### src/rtl/eggtimer_ctrl_if.sv
// Egg timer controller <-> time_count bus.
// Programmed BCD time, load/decrement strobes and zero flag.
interface eggtimer_ctrl_if;
  logic [3:0] seconds_prog;
  logic [3:0] tens_seconds_prog;
  logic [3:0] minutes_prog;
  logic [3:0] tens_minutes_prog;
  logic       load;
  logic       dec_en;
  logic       count_zero;

  modport master (
    output seconds_prog,
    output tens_seconds_prog,
    output minutes_prog,
    output tens_minutes_prog,
    output load,
    output dec_en,
    input  count_zero
  );

  modport slave (
    input  seconds_prog,
    input  tens_seconds_prog,
    input  minutes_prog,
    input  tens_minutes_prog,
    input  load,
    input  dec_en,
    output count_zero
  );
endinterface

### src/rtl/eggtimer_ctrl.sv
// Egg timer sequencer: BCD time programming and PROG/RUN/PAUSE/ALARM FSM.
// All outputs are registered from next-state/next-value logic.
module eggtimer_ctrl #(
  parameter int ALARM_SECONDS = 30,
  parameter int ALM_CTR_WIDTH = 5
) (
  input  logic clk,
  input  logic reset,
  input  logic pulse_1s,
  input  logic start_stop,
  input  logic clear,
  input  logic inc_sec,
  input  logic inc_min,
  eggtimer_ctrl_if.master tc,
  output logic display_prog,
  output logic alarm,
  output logic timer_enabled_led,
  output logic timer_on_led
);

  typedef enum logic [1:0] {
    PROG  = 2'd0,
    RUN   = 2'd1,
    PAUSE = 2'd2,
    ALARM = 2'd3
  } state_t;

  localparam logic [ALM_CTR_WIDTH-1:0] LAST =
    ALM_CTR_WIDTH'(ALARM_SECONDS - 1);
  localparam logic [ALM_CTR_WIDTH-1:0] ONE =
    ALM_CTR_WIDTH'(1);

  state_t state_q, state_d;

  logic [3:0] s_q, ts_q, m_q, tm_q;
  logic [3:0] s_d, ts_d, m_d, tm_d;
  logic       load_q, load_d;
  logic       dec_q, dec_d;
  logic       alarm_q, alarm_d;
  logic [ALM_CTR_WIDTH-1:0] cnt_q, cnt_d;

  logic prog_zero;
  logic last_tick;

  assign prog_zero = (s_q == 4'd0) && (ts_q == 4'd0) &&
                     (m_q == 4'd0) && (tm_q == 4'd0);
  assign last_tick = pulse_1s && (cnt_q == LAST);

  // State and registered outputs
  always_ff @(posedge clk or negedge reset) begin
    if (!reset) begin
      state_q           <= PROG;
      s_q               <= 4'd0;
      ts_q              <= 4'd0;
      m_q               <= 4'd0;
      tm_q              <= 4'd0;
      load_q            <= 1'b0;
      dec_q             <= 1'b0;
      alarm_q           <= 1'b0;
      cnt_q             <= '0;
      display_prog      <= 1'b1;
      timer_enabled_led <= 1'b0;
      timer_on_led      <= 1'b0;
    end else begin
      state_q           <= state_d;
      s_q               <= s_d;
      ts_q              <= ts_d;
      m_q               <= m_d;
      tm_q              <= tm_d;
      load_q            <= load_d;
      dec_q             <= dec_d;
      alarm_q           <= alarm_d;
      cnt_q             <= cnt_d;
      display_prog      <= (state_d == PROG);
      timer_enabled_led <= (state_d != PROG);
      timer_on_led      <= (state_d == RUN);
    end
  end

  // Next state: clear > expiry > start_stop > tick
  always_comb begin
    state_d = state_q;
    unique case (state_q)
      PROG: begin
        if (!clear && start_stop && !prog_zero)
          state_d = RUN;
      end
      RUN: begin
        if (clear)
          state_d = PROG;
        else if (tc.count_zero && !load_q)
          state_d = ALARM;
        else if (start_stop)
          state_d = PAUSE;
      end
      PAUSE: begin
        if (clear)
          state_d = PROG;
        else if (start_stop)
          state_d = RUN;
      end
      ALARM: begin
        if (clear || start_stop || last_tick)
          state_d = PROG;
      end
      default: state_d = PROG;
    endcase
  end

  // Next values of registered outputs
  always_comb begin
    s_d  = s_q;
    ts_d = ts_q;
    m_d  = m_q;
    tm_d = tm_q;
    if (state_q == PROG) begin
      if (clear) begin
        s_d  = 4'd0;
        ts_d = 4'd0;
        m_d  = 4'd0;
        tm_d = 4'd0;
      end else begin
        if (inc_sec) begin
          if (s_q == 4'd9) begin
            s_d  = 4'd0;
            ts_d = (ts_q == 4'd5) ? 4'd0 : ts_q + 4'd1;
          end else begin
            s_d = s_q + 4'd1;
          end
        end
        if (inc_min) begin
          if (m_q == 4'd9) begin
            m_d  = 4'd0;
            tm_d = (tm_q == 4'd9) ? 4'd0 : tm_q + 4'd1;
          end else begin
            m_d = m_q + 4'd1;
          end
        end
      end
    end

    load_d = (state_q == PROG) && (state_d == RUN);
    dec_d  = (state_q == RUN) && (state_d == RUN) && pulse_1s;

    alarm_d = 1'b0;
    cnt_d   = '0;
    if (state_d == ALARM && state_q != ALARM) begin
      alarm_d = 1'b1;
    end else if (state_d == ALARM) begin
      alarm_d = pulse_1s ? ~alarm_q : alarm_q;
      cnt_d   = pulse_1s ? cnt_q + ONE : cnt_q;
    end
  end

  assign tc.seconds_prog      = s_q;
  assign tc.tens_seconds_prog = ts_q;
  assign tc.minutes_prog      = m_q;
  assign tc.tens_minutes_prog = tm_q;
  assign tc.load              = load_q;
  assign tc.dec_en            = dec_q;
  assign alarm                = alarm_q;

endmodule

### src/flat_wrapper.sv
// flat-port wrapper written by rule: the top's interface ports become plain ports
module eggtimer_ctrl_flat 
#(
  parameter int ALARM_SECONDS = 30,
  parameter int ALM_CTR_WIDTH = 5
)
  (clk, reset, pulse_1s, start_stop, clear, inc_sec, inc_min, display_prog, alarm, timer_enabled_led, timer_on_led, tc_seconds_prog, tc_tens_seconds_prog, tc_minutes_prog, tc_tens_minutes_prog, tc_load, tc_dec_en, tc_count_zero);
  eggtimer_ctrl_if tc_i ();
  input  logic clk;
  input  logic reset;
  input  logic pulse_1s;
  input  logic start_stop;
  input  logic clear;
  input  logic inc_sec;
  input  logic inc_min;
  output logic display_prog;
  output logic alarm;
  output logic timer_enabled_led;
  output logic timer_on_led;
  output wire logic [$bits(tc_i.seconds_prog)-1:0] tc_seconds_prog;
  output wire logic [$bits(tc_i.tens_seconds_prog)-1:0] tc_tens_seconds_prog;
  output wire logic [$bits(tc_i.minutes_prog)-1:0] tc_minutes_prog;
  output wire logic [$bits(tc_i.tens_minutes_prog)-1:0] tc_tens_minutes_prog;
  output wire logic [$bits(tc_i.load)-1:0] tc_load;
  output wire logic [$bits(tc_i.dec_en)-1:0] tc_dec_en;
  input wire logic [$bits(tc_i.count_zero)-1:0] tc_count_zero;
  assign tc_seconds_prog = tc_i.seconds_prog;
  assign tc_tens_seconds_prog = tc_i.tens_seconds_prog;
  assign tc_minutes_prog = tc_i.minutes_prog;
  assign tc_tens_minutes_prog = tc_i.tens_minutes_prog;
  assign tc_load = tc_i.load;
  assign tc_dec_en = tc_i.dec_en;
  assign tc_i.count_zero = tc_count_zero;
  eggtimer_ctrl #(.ALARM_SECONDS(ALARM_SECONDS), .ALM_CTR_WIDTH(ALM_CTR_WIDTH)) u_core (.clk(clk), .reset(reset), .pulse_1s(pulse_1s), .start_stop(start_stop), .clear(clear), .inc_sec(inc_sec), .inc_min(inc_min), .tc(tc_i), .display_prog(display_prog), .alarm(alarm), .timer_enabled_led(timer_enabled_led), .timer_on_led(timer_on_led));
endmodule
### config.mk
export PLATFORM = sky130hd
export DESIGN_NAME = eggtimer_ctrl_flat
export DESIGN_NICKNAME = d
export VERILOG_FILES = /design/src/rtl/eggtimer_ctrl_if.sv /design/src/rtl/eggtimer_ctrl.sv /design/src/flat_wrapper.sv
export SDC_FILE = /design/constraint.sdc
export NUM_CORES = 1
export LEC_CHECK = 0
export BUFFER_PORTS_ARGS = -buffer_cell sky130_fd_sc_hd__buf_4
export CORE_MARGIN = 3
export CORE_UTILIZATION = 40
export CTS_CLUSTER_DIAMETER = 150
export DETAILED_ROUTE_END_ITERATION = 10
export GPL_TIMING_DRIVEN = 0
export PLACE_DENSITY_LB_ADDON = 0.08
export SYNTH_ARGS = -nofsm -noshare
export SYNTH_HDL_FRONTEND = slang
export SYNTH_SLANG_ARGS = --single-unit
### constraint.sdc
create_clock -name clk -period 1.6 [get_ports clk]
set_input_delay 0.32 -clock clk [delete_from_list [all_inputs] [get_ports clk]]
set_output_delay 0.32 -clock clk [all_outputs]
set_load 0.01 [all_outputs]
==> metrics.md <==
| Metric | Value |
|---|---|
| Pleak | `1.05 nW` |
| Htree depth | `2` |
| Critical Path End Type | `flop` |
| Mux cell area share after synthesis | `0%` |
| Area leader, netlist | `dfrtp_1` |
| Top cell type's share of synthesized area | `41.6%` |
| Met2 Resource Use GR | `22.8%` |
| Residual DRC count | `0` |
| Worst EP required | `1.79 ns` |
| Max incr delay on CP | `0.41 ns` |
| Vias in the first global route | `1373` |
| Final min period | `1.56 ns` |
| Worst hold path type | `in -> reg` |
| Peak VDD IR | `0.853 mV` |
| Fin cells | `273` |
| DIE AREA | `0.00503 sq mm` |
| Final period utilization | `97.2%` |
| Synth Flop Type | `dfrtp_1` |
| Post-Syn Area | `0.00169 sq mm` |
| Area growth from synthesis to layout | `34.2%` |
| Clock Skew | `0.00218 ns` |
| Initial antenna violation count | `0` |
| Routed Antenna Nets | `0` |
| Distinct cell type count after synthesis | `43` |
| Ys async rst share | `100%` |
| Post-synthesis compound-gate area fraction | `15.1%` |
| Met3 GRT Util | `3.69%` |
| Largest net degree at the start of global routing | `30` |
| GRT Overall Usage | `15.6%` |
| Drt pass-1 iters | `4` |
| Overall die height | `70.9 um` |
| Launch point of the worst hold path | `pulse_1s` |
| CP Cell Sequence | `buf_4 -> ha_1 -> and3b_2 -> nor2_4 -> buf_4 -> nand3_1 -> o21ai_0` |
| CTS tree | `built` |
| Worst path buffer plus inverter count | `2` |
| Post-layout nets | `246` |
| Top-count cell post-synth | `dfrtp_1` |
| Syn Nets | `193` |
| GRT Residual Overflow | `0` |
| CTS Buffer Depth | `2` |
| Synth Area in Adders | `10.4%` |
| FF+latch area | `731 sq um` |
| Wire per inst | `13.9 um` |
| Placed Cells | `247` |
| Cell row count | `22` |
| I/O Buffers | `28` |
| Post-synth EDFFs | `0` |
| CP startpoint | `u_core.tc.seconds_prog[0]$_DFFE_PN0P_` |
| Filler Cells Inserted | `355` |
| Reg clk slew, reported paths | `0.06 ns` |
| Cell count after synthesis | `171` |
| RSZ-0062 raised after global routing | `yes` |
| Final worst setup slack | `0.0447 ns` |
| Area of the multi-input gates | `958 sq um` |
| Status | `complete, no violations` |
| CP delay by family, top | `simple AND/OR/NAND/NOR gates` |
| Worst skew pair latency | `0.28 ns` |
| YS warnings | `0` |
| TNS Setup | `0 ns` |
| WS Path Type | `reg -> reg` |
| Slowest cell on crit path | `dfrtp_1` |
| Worst Tran Pin Value | `0.464 ns` |
| Final hold vios | `0` |
| Synth Area in Simple Gates | `24.0%` |
| Grt peak-use layer | `met2` |
| Initial Util | `43.7%` |
| Total CTS buffers | `5` |
| Yosys reg bits | `29` |
| Maximum Capacitance Violations | `0` |
| XOR/XNOR Fraction of Synth Area | `2.60%` |
| Worst EP arrival | `1.75 ns` |
| Clock root cell | `clkbuf_8` |
| I/O pins | `30` |
| Max-slew violation count | `0` |
| Max-slew headroom | `68.9%` |
| CORE AREA | `0.00385 sq mm` |
| Most frequent CP cell | `buf_4` |
| Post-Route WL | `3.79 mm` |
| Leading cell types by count after synthesis | `dfrtp_1, o21ai_0, ha_1` |
| Critical R2R Launch | `u_core.tc.seconds_prog[0]$_DFFE_PN0P_` |
| Sequential fraction of the synthesis area | `43.1%` |
| PD cells | `1510 mW/mm^2` |
| HPWL after DPL | `2.61 mm` |
| Dpl ws | `-0.137 ns` |
| CP Launch Type | `flop` |
| Vias | `1444` |
| Crit Path Max Fanout | `7` |
| DRT iter0 DRCs | `53` |
| Max Clk Rate | `643 MHz` |
| Sink Count | `29` |
| Top post-synthesis cells by area | `dfrtp_1, ha_1, o21ai_0` |
| Die width | `70.9 um` |
| Mapped Avg Cell Area | `9.86 sq um` |
| Final setup viols | `0` |
| Antenna diodes | `0` |
| Share of cells above drive strength 1 | `37.3%` |
| First-pass GRT wire length | `6.26 mm` |
| Vias per Instance | `5.29` |
| Largest family of logic cells by synthesized area | `simple AND/OR/NAND/NOR gates` |
| Final core occ | `58.7%` |
| Final Wtd Congestion | `0.815` |
| Global routing met1 resource utilization | `21.7%` |
==> registers in the layout (all words and copies together), names as in the netlist, 2 cells and up <==
register                     cells
u_core.tc.tens_seconds_prog      4
u_core.tc.minutes_prog           4
u_core.cnt_q                     5
u_core.state_q                   2
u_core.tc.seconds_prog           4
u_core.tc.tens_minutes_prog      4
==> cells in the final DEF, fill, tap and decap left out, drive strengths merged, types with 2 or more instances in the layout <==
| cell type | n |
|---|---|
| a21oi | 3 |
| o21ai | 20 |
| dfrtp | 28 |
| nor4 | 2 |
| nor3b | 2 |
| inv | 10 |
| nor4b | 2 |
| nand4 | 2 |
| or4 | 2 |
| nand3 | 8 |
| clkinv | 2 |
| nor2b | 3 |
| ha | 14 |
| o31ai | 5 |
| and3 | 2 |
| nor2 | 13 |
| and3b | 4 |
| nand2b | 5 |
| nand2 | 11 |
| buf | 50 |
| nor3 | 7 |
| xor2 | 4 |
| clkbuf | 6 |
| a211oi | 3 |
| and2 | 2 |
| a31oi | 2 |
==> power breakdown <==
part	internal (mW)	total (mW)	switching (mW)
clock network	0.300	0.575	0.275
registers	0.952	1.17	0.220
logic	0.877	1.67	0.791
total	2.13	3.42	1.29
==> layer usage <==
metal | share of wire [%] | wire (um)
met1 | 48 | 1810
met2 | 46 | 1740
met3 | 4.5 | 169
met4 | 1.8 | 70
met5 | 0 | 0
==> area by class of cell <==
cell class / count / area share, %
Buffer: 5 / 1.94
Clock buffer: 6 / 3.21
Clock inverter: 2 / 0.443
Inverter: 10 / 1.66
Multi-Input combinational cell: 127 / 42.4
Sequential cell: 29 / 32.3
Tap cell: 48 / 2.66
Timing Repair Buffer: 46 / 15.4
==> path summary, 6_finish.rpt <==
check / to / slack [ns] / depth (start not counted)
max in group asynchronous: u_core.display_prog$_DFF_PN1_ / 0.79 / 2
hold reg to reg: u_core.tc.tens_minutes_prog[0]$_DFFE_PN0P_ / 0.55 / 1
hold / removal: u_core.cnt_q[1]$_DFFE_PN0P_ / 0.26 / 2
setup reg to reg: u_core.tc.seconds_prog[0]$_DFFE_PN0P_ / 0.04 / 7
setup / recovery: u_core.tc.seconds_prog[0]$_DFFE_PN0P_ / 0.04 / 7
min in group asynchronous: u_core.tc.tens_seconds_prog[3]$_DFFE_PN0P_ / 0.50 / 2
==> cell families (layout without fill, tap and decap cells) <==
group | after synthesis | in the layout
simple gates | 69 | 69
compound gates | 39 | 39
flops | 29 | 29
buf+inv | 15 | 69
fa+ha+maj | 14 | 14
xor+xnor | 5 | 5
==> timing repair <==
action / 4_1_cts / 5_1_grt
pin swaps: 3 / 7
hold buffers: 1 / 0
buffers inserted: 5 / 12
setup endpoints to repair: 8 / 11
hold endpoints to repair: 28 / 0
resized for setup: 5 / 18
==> per-stage QoR <==
stage               power [mW]  cell area [sq um]  hold slack (ns)
finish                    3.42               2260            0.258
global route              3.70               2260            0.241
CTS                       3.14               2110            0.242
detailed placement        2.45               1960            0.270
global placement          2.42               1960            0.265
floorplan                 1.92               1690           0.0244
Note: power is estimated with default switching activity, not from simulation.
